## src/rtl/ctrl_pipe_hazard.sv

```systemverilog
// Control-bundle pipeline for the 5-stage RISC-V datapath.
// Carries the decoder controls from ID through EX, MEM and WB.
// Stalls on load-use and squashes on taken branch by inserting a zero bundle into ID/EX.
// Produces EX-stage forwarding selects and keeps saturating stall/flush event counters.
module ctrl_pipe_hazard #(
  parameter int CNT_W = 32
) (
  input  logic             clk_i,
  input  logic             rst_i,
  input  logic             id_valid_i,
  input  logic             id_regwrite_i,
  input  logic             id_memtoreg_i,
  input  logic             id_memread_i,
  input  logic             id_memwrite_i,
  input  logic [1:0]       id_aluop_i,
  input  logic             id_alusrc_i,
  input  logic             id_branch_i,
  input  logic [4:0]       id_rs1_i,
  input  logic [4:0]       id_rs2_i,
  input  logic [4:0]       id_rd_i,
  input  logic             flush_i,
  output logic             stall_o,
  output logic [1:0]       ex_aluop_o,
  output logic             ex_alusrc_o,
  output logic             ex_branch_o,
  output logic [1:0]       fwd_a_o,
  output logic [1:0]       fwd_b_o,
  output logic             mem_memread_o,
  output logic             mem_memwrite_o,
  output logic             wb_regwrite_o,
  output logic             wb_memtoreg_o,
  output logic [4:0]       wb_rd_o,
  output logic [CNT_W-1:0] stall_cnt_o,
  output logic [CNT_W-1:0] flush_cnt_o
);

  typedef struct packed {
    logic       regWrite;
    logic       memToReg;
    logic       memRead;
    logic       memWrite;
    logic [1:0] aluOp;
    logic       aluSrc;
    logic       branch;
    logic [4:0] rs1;
    logic [4:0] rs2;
    logic [4:0] rd;
  } idExT;

  typedef struct packed {
    logic       regWrite;
    logic       memToReg;
    logic       memRead;
    logic       memWrite;
    logic [4:0] rd;
  } exMemT;

  typedef struct packed {
    logic       regWrite;
    logic       memToReg;
    logic [4:0] rd;
  } memWbT;

  localparam logic [CNT_W-1:0] CntMax = {CNT_W{1'b1}};

  idExT  idEx;
  idExT  idBundle;
  exMemT exMem;
  memWbT memWb;
  logic  loadUse;
  logic  insertBubble;
  logic [CNT_W-1:0] stallCnt;
  logic [CNT_W-1:0] flushCnt;

  // Load-use: the load in EX writes a register the ID instruction reads; x0 is never a hazard.
  assign loadUse = id_valid_i & idEx.memRead & (idEx.rd != 5'd0) &
                   ((idEx.rd == id_rs1_i) | (idEx.rd == id_rs2_i));

  // Stall, flush and an empty ID slot all collapse into one bubble into ID/EX.
  assign insertBubble = loadUse | flush_i | ~id_valid_i;

  assign idBundle = '{regWrite: id_regwrite_i, memToReg: id_memtoreg_i,
                      memRead: id_memread_i, memWrite: id_memwrite_i,
                      aluOp: id_aluop_i, aluSrc: id_alusrc_i, branch: id_branch_i,
                      rs1: id_rs1_i, rs2: id_rs2_i, rd: id_rd_i};

  // Advance all three pipeline registers every cycle; a zero bundle is a bubble.
  always_ff @(posedge clk_i) begin
    if (!rst_i) begin
      idEx  <= '0;
      exMem <= '0;
      memWb <= '0;
    end else begin
      idEx  <= insertBubble ? '0 : idBundle;
      exMem <= '{regWrite: idEx.regWrite, memToReg: idEx.memToReg,
                 memRead: idEx.memRead, memWrite: idEx.memWrite, rd: idEx.rd};
      memWb <= '{regWrite: exMem.regWrite, memToReg: exMem.memToReg, rd: exMem.rd};
    end
  end

  // Count stall and flush cycles, holding at all-ones instead of wrapping.
  always_ff @(posedge clk_i) begin
    if (!rst_i) begin
      stallCnt <= '0;
      flushCnt <= '0;
    end else begin
      if (loadUse && (stallCnt != CntMax)) stallCnt <= stallCnt + 1'b1;
      if (flush_i && (flushCnt != CntMax)) flushCnt <= flushCnt + 1'b1;
    end
  end

  // Forwarding selects: EX/MEM wins over MEM/WB because it holds the newer value.
  always_comb begin
    fwd_a_o = 2'b00;
    fwd_b_o = 2'b00;
    if (exMem.regWrite && (exMem.rd != 5'd0) && (exMem.rd == idEx.rs1))
      fwd_a_o = 2'b10;
    else if (memWb.regWrite && (memWb.rd != 5'd0) && (memWb.rd == idEx.rs1))
      fwd_a_o = 2'b01;
    if (exMem.regWrite && (exMem.rd != 5'd0) && (exMem.rd == idEx.rs2))
      fwd_b_o = 2'b10;
    else if (memWb.regWrite && (memWb.rd != 5'd0) && (memWb.rd == idEx.rs2))
      fwd_b_o = 2'b01;
  end

  assign stall_o        = loadUse;
  assign ex_aluop_o     = idEx.aluOp;
  assign ex_alusrc_o    = idEx.aluSrc;
  assign ex_branch_o    = idEx.branch;
  assign mem_memread_o  = exMem.memRead;
  assign mem_memwrite_o = exMem.memWrite;
  assign wb_regwrite_o  = memWb.regWrite;
  assign wb_memtoreg_o  = memWb.memToReg;
  assign wb_rd_o        = memWb.rd;
  assign stall_cnt_o    = stallCnt;
  assign flush_cnt_o    = flushCnt;

endmodule

```

## config.mk

```make
export PLATFORM = sky130hd
export DESIGN_NAME = ctrl_pipe_hazard
export DESIGN_NICKNAME = d
export VERILOG_FILES = /design/src/rtl/ctrl_pipe_hazard.sv
export SDC_FILE = /design/constraint.sdc
export NUM_CORES = 1
export LEC_CHECK = 0
export CORE_MARGIN = 3
export CORE_UTILIZATION = 35
export CTS_BUF_LIST = sky130_fd_sc_hd__clkbuf_4 sky130_fd_sc_hd__clkbuf_8
export CTS_CLUSTER_DIAMETER = 120
export DETAILED_ROUTE_END_ITERATION = 12
export REMOVE_ABC_BUFFERS = 1
export SYNTH_ARGS = -nofsm -noshare
export SYNTH_HDL_FRONTEND = slang
export SYNTH_SLANG_ARGS = --single-unit
```

## constraint.sdc

```tcl
create_clock -name clk_i -period 2.3 [get_ports clk_i]
set_clock_uncertainty 0.1 [all_clocks]
set_input_delay 0.345 -clock clk_i [delete_from_list [all_inputs] [get_ports clk_i]]
set_output_delay 0.345 -clock clk_i [all_outputs]
set_load 0.01 [all_outputs]
```

==> results.toml <==
[status]
outcome = "complete, but fails checks"
violations = "setup timing"

[power]
comb_power_share_pct = 6.4
p_int_w = 0.002347
p_switching_w = 0.0007744
clock_power_share_pct = 35.5
p_leak_nw = 2.381
peakVddDrop_mv = 0.2394
p_sw_share_pct = 24.81
total_power_w = 0.003122
power_density_mw_per_mm2 = 478.2
seqPwrFrac_pct = 58.1

[die]
rows = 41
start_util_pct = 36.22
fp.dieH_um = 120.7
coreArea_mm2 = 0.01272
die_w_um = 120.7
ioPinCount = 109
die_area_mm2 = 0.01458

[critical_path]
cp_cell_sequence = "or4_4 -> o21ai_4 -> buf_6 -> nor4_2 -> nor4_2 -> buf_2"
timing.critical_path.to = "fwd_a_o[0]"
arrival_ps = 1930
worstPathRequired_ps = 1860
r2r-end = "stall_cnt_o[23]"
worstSetupStartpoint = "exMem[1]"
cp_slowest_cell = "or4_4"
r2r-start = "idEx[4]"
r2r_cells = 8
cpMostUsedCell = "nor4_2"
crit_type = "flop to output port"
path_max_fanout = 2
cp-end-kind = "output port"
start_kind = "flop"
rrSetupSlack_ps = 160
cp_slowest_stage_delay_ps = 550

[cells_and_area]
drive_gt1_share_pct = 16.79
syn_to_final_growth_pct = 41.65
num_antenna_cells = 0
layout.nets = 697
fill_cells = 1293
multi_input_area_mm2 = 0.002547
stdcell_count = 845
seq_area_mm2 = 0.002071

[job]
maxCapViolCount = 0

[drt]
wl_mm = 11.89
post_drt_wl_per_cell_um = 14.07
drtPass1Iterations = 6
route.detailed.drc = 0
ant_nets = 0
viasPerCell = 4.879
num_vias = 4123
drtIter0Drc = 234

[clock_tree]
clkTransAtPathRegs_ps = 110
cts_inserted_buffers = 9
cts_tree = "built"
cts_htree_levels = 3
insertion_delay_ps = 390
clk_path_buf_depth = 2
cts-root-buf = "clkbuf_8"
clock-sinks = 103

[timing]
final_max_slew_viol_count = 0
worstMarginPinSlew_ps = 439.7
clock.fmax_ghz = 0.4218
setup_violations = 3
slew-limit-headroom_pct = 70.59
rsz0062_at_grt = "yes"
setup_tns_ps = -124.2
worst_slack_ps = -70.71
min_period_over_period_pct = 103.1
min_period_ps = 2371
fin_hold_ws_ps = 335.5
hold_violations = 0

[grt]
grt_pass1_wl_mm = 19.74
antenna_found_initial = 0
grt_max_degree = 30
track_usage_pct = 16.89
grt_pass1_vias = 3987
grt_remaining_overflow = 0

[logic_synthesis]
synth_edf_count = 0
yosysSeqAreaShare_pct = 44.75
synth-main-ff-cell = "dfxtp_1"
yosys_warnings = 0
synthesis.area_mm2 = 0.004608
syn_avg_cell_area_um2 = 9.018
async_reset_ff_share_pct = 0
synth-seq-cells = 103
synth_cell_types = 44
synthCells = 511

[placement]
place_ws_ps = -248.4
place_hpwl_mm = 8.715
gp_congestion = 0.8206
dp.cells = 826
io_buffer_count = 108

[hold_path]
hold_class = "flop to flop"
area by class of cell:
| type | count | share of cell area (%) |
|---|---|---|
| Inverter | 9 | 0.5175 |
| Clock inverter | 6 | 0.7859 |
| Tap cell | 172 | 3.297 |
| Timing Repair Buffer | 162 | 22.54 |
| Clock buffer | 10 | 2.108 |
| Multi-Input combinational cell | 383 | 39.03 |
| Sequential cell | 103 | 31.72 |
per-layer routing:
layer	share of wire, %	GRT usage, %	up-vias
li1	-	-	2095
met1	45	21.44	1905
met2	48	27.14	107
met3	5.4	3.835	16
met4	2.3	8.074	0
met5	0	0	-
cells in the final DEF, fill, tap and decap left out, types with 3 or more instances in the layout:
cell type,Yosys,final
dfxtp_2,0,4
clkbuf_8,0,10
nand4_2,3,3
nor3_1,9,9
nand3_1,34,34
nand4_1,19,19
and4_1,5,5
a31oi_2,3,3
buf_4,3,53
nand3_2,4,3
nor4_4,1,3
xnor2_1,23,23
xor2_1,39,39
buf_2,2,3
mux2i_1,5,5
and2_1,43,43
nand2b_1,7,7
inv_1,9,9
or4_4,1,5
o21ai_0,17,15
clkdlybuf4s50_1,0,103
or3_1,16,15
nor2_1,42,42
a21oi_1,19,19
and3_1,6,6
dfxtp_1,103,98
nor4_1,8,4
o31ai_1,6,6
nand2_1,40,40
or4_1,9,5
how the worst min path moves through the flow:
stage               startpoint       endpoint  slack, ps  cells past startpoint
floorplan             idEx[21]       exMem[7]        310                      1
global route          exMem[7]  wb_memtoreg_o        360                      1
detailed placement    exMem[7]  wb_memtoreg_o        320                      1
global placement      idEx[22]       exMem[8]        310                      1
CTS                   idEx[21]       exMem[7]        340                      1
finish                idEx[21]       exMem[7]        340                      1
sequential cells by signal, summed over array words and instances, names as in the netlist:
name and cells:
flush_cnt_o 32, stall_cnt_o 32, idEx 19, exMem 7
wb_rd_o 5, ex_aluop_o 2, ex_alusrc_o 1, ex_branch_o 1
mem_memread_o 1, mem_memwrite_o 1, wb_memtoreg_o 1, wb_regwrite_o 1
cell usage after synthesis (6+ instances only):
master	count	area (um^2)
nand4_1	19	118.9
a21oi_1	19	95.09
and2_1	43	269.0
or4_1	9	67.56
nor2_1	42	157.7
dfxtp_1	103	2062
o31ai_1	6	45.04
o21ai_0	17	85.08
nor4_1	8	50.05
xnor2_1	23	201.4
or3_1	16	100.1
nand3_1	34	170.2
nand2b_1	7	43.79
nand2_1	40	150.1
and3_1	6	37.54
nor3_1	9	45.04
inv_1	9	33.78
clkbuf_1	11	41.29
xor2_1	39	341.6
repair_timing:
| item | 4_1_cts | 5_1_grt |
|---|---|---|
| pin swaps | 9 | 6 |
| resized for setup | 33 | 15 |
| hold buffers | 0 | 0 |
| cloned | 1 | 0 |
| setup endpoints to repair | 28 | 24 |
| setup buffers | 2 | 0 |
stage by stage:
stage	utilization (%)	cell area [um^2]
6_report	51.31	6528
5_1_grt	51.31	6528
4_1_cts	50.80	6462
3_5_place_dp	48.81	6210
3_3_place_gp	48.81	6210
2_1_floorplan	-	4523
power by group through the flow:
stage | logic [W] | clock network (W) | registers, W
floorplan | 0.0000654 | 0 | 0.00186
global placement | 0.000186 | 0 | 0.00185
detailed placement | 0.000188 | 0 | 0.00185
CTS | 0.000196 | 0.00116 | 0.00181
global route | 0.000219 | 0.00124 | 0.00182
finish | 0.000200 | 0.00111 | 0.00181
cell families after synthesis:
kind of cell	share of synthesized area, %
simple gates	30.98
flops	44.75
xor+xnor	11.78
compound gates	8.281
buf+inv	2.579
mux	1.086
fa+ha+maj	0.5429
worst max-delay path, delay by kind of cell, from the launching register on:
family,cells,cell delay (ps)
buffers and inverters,2,290
AOI/OAI and AO/OA,1,190
and+or+nand+nor,3,730
DFF,1,330
Power figures use the tool's default switching activity.
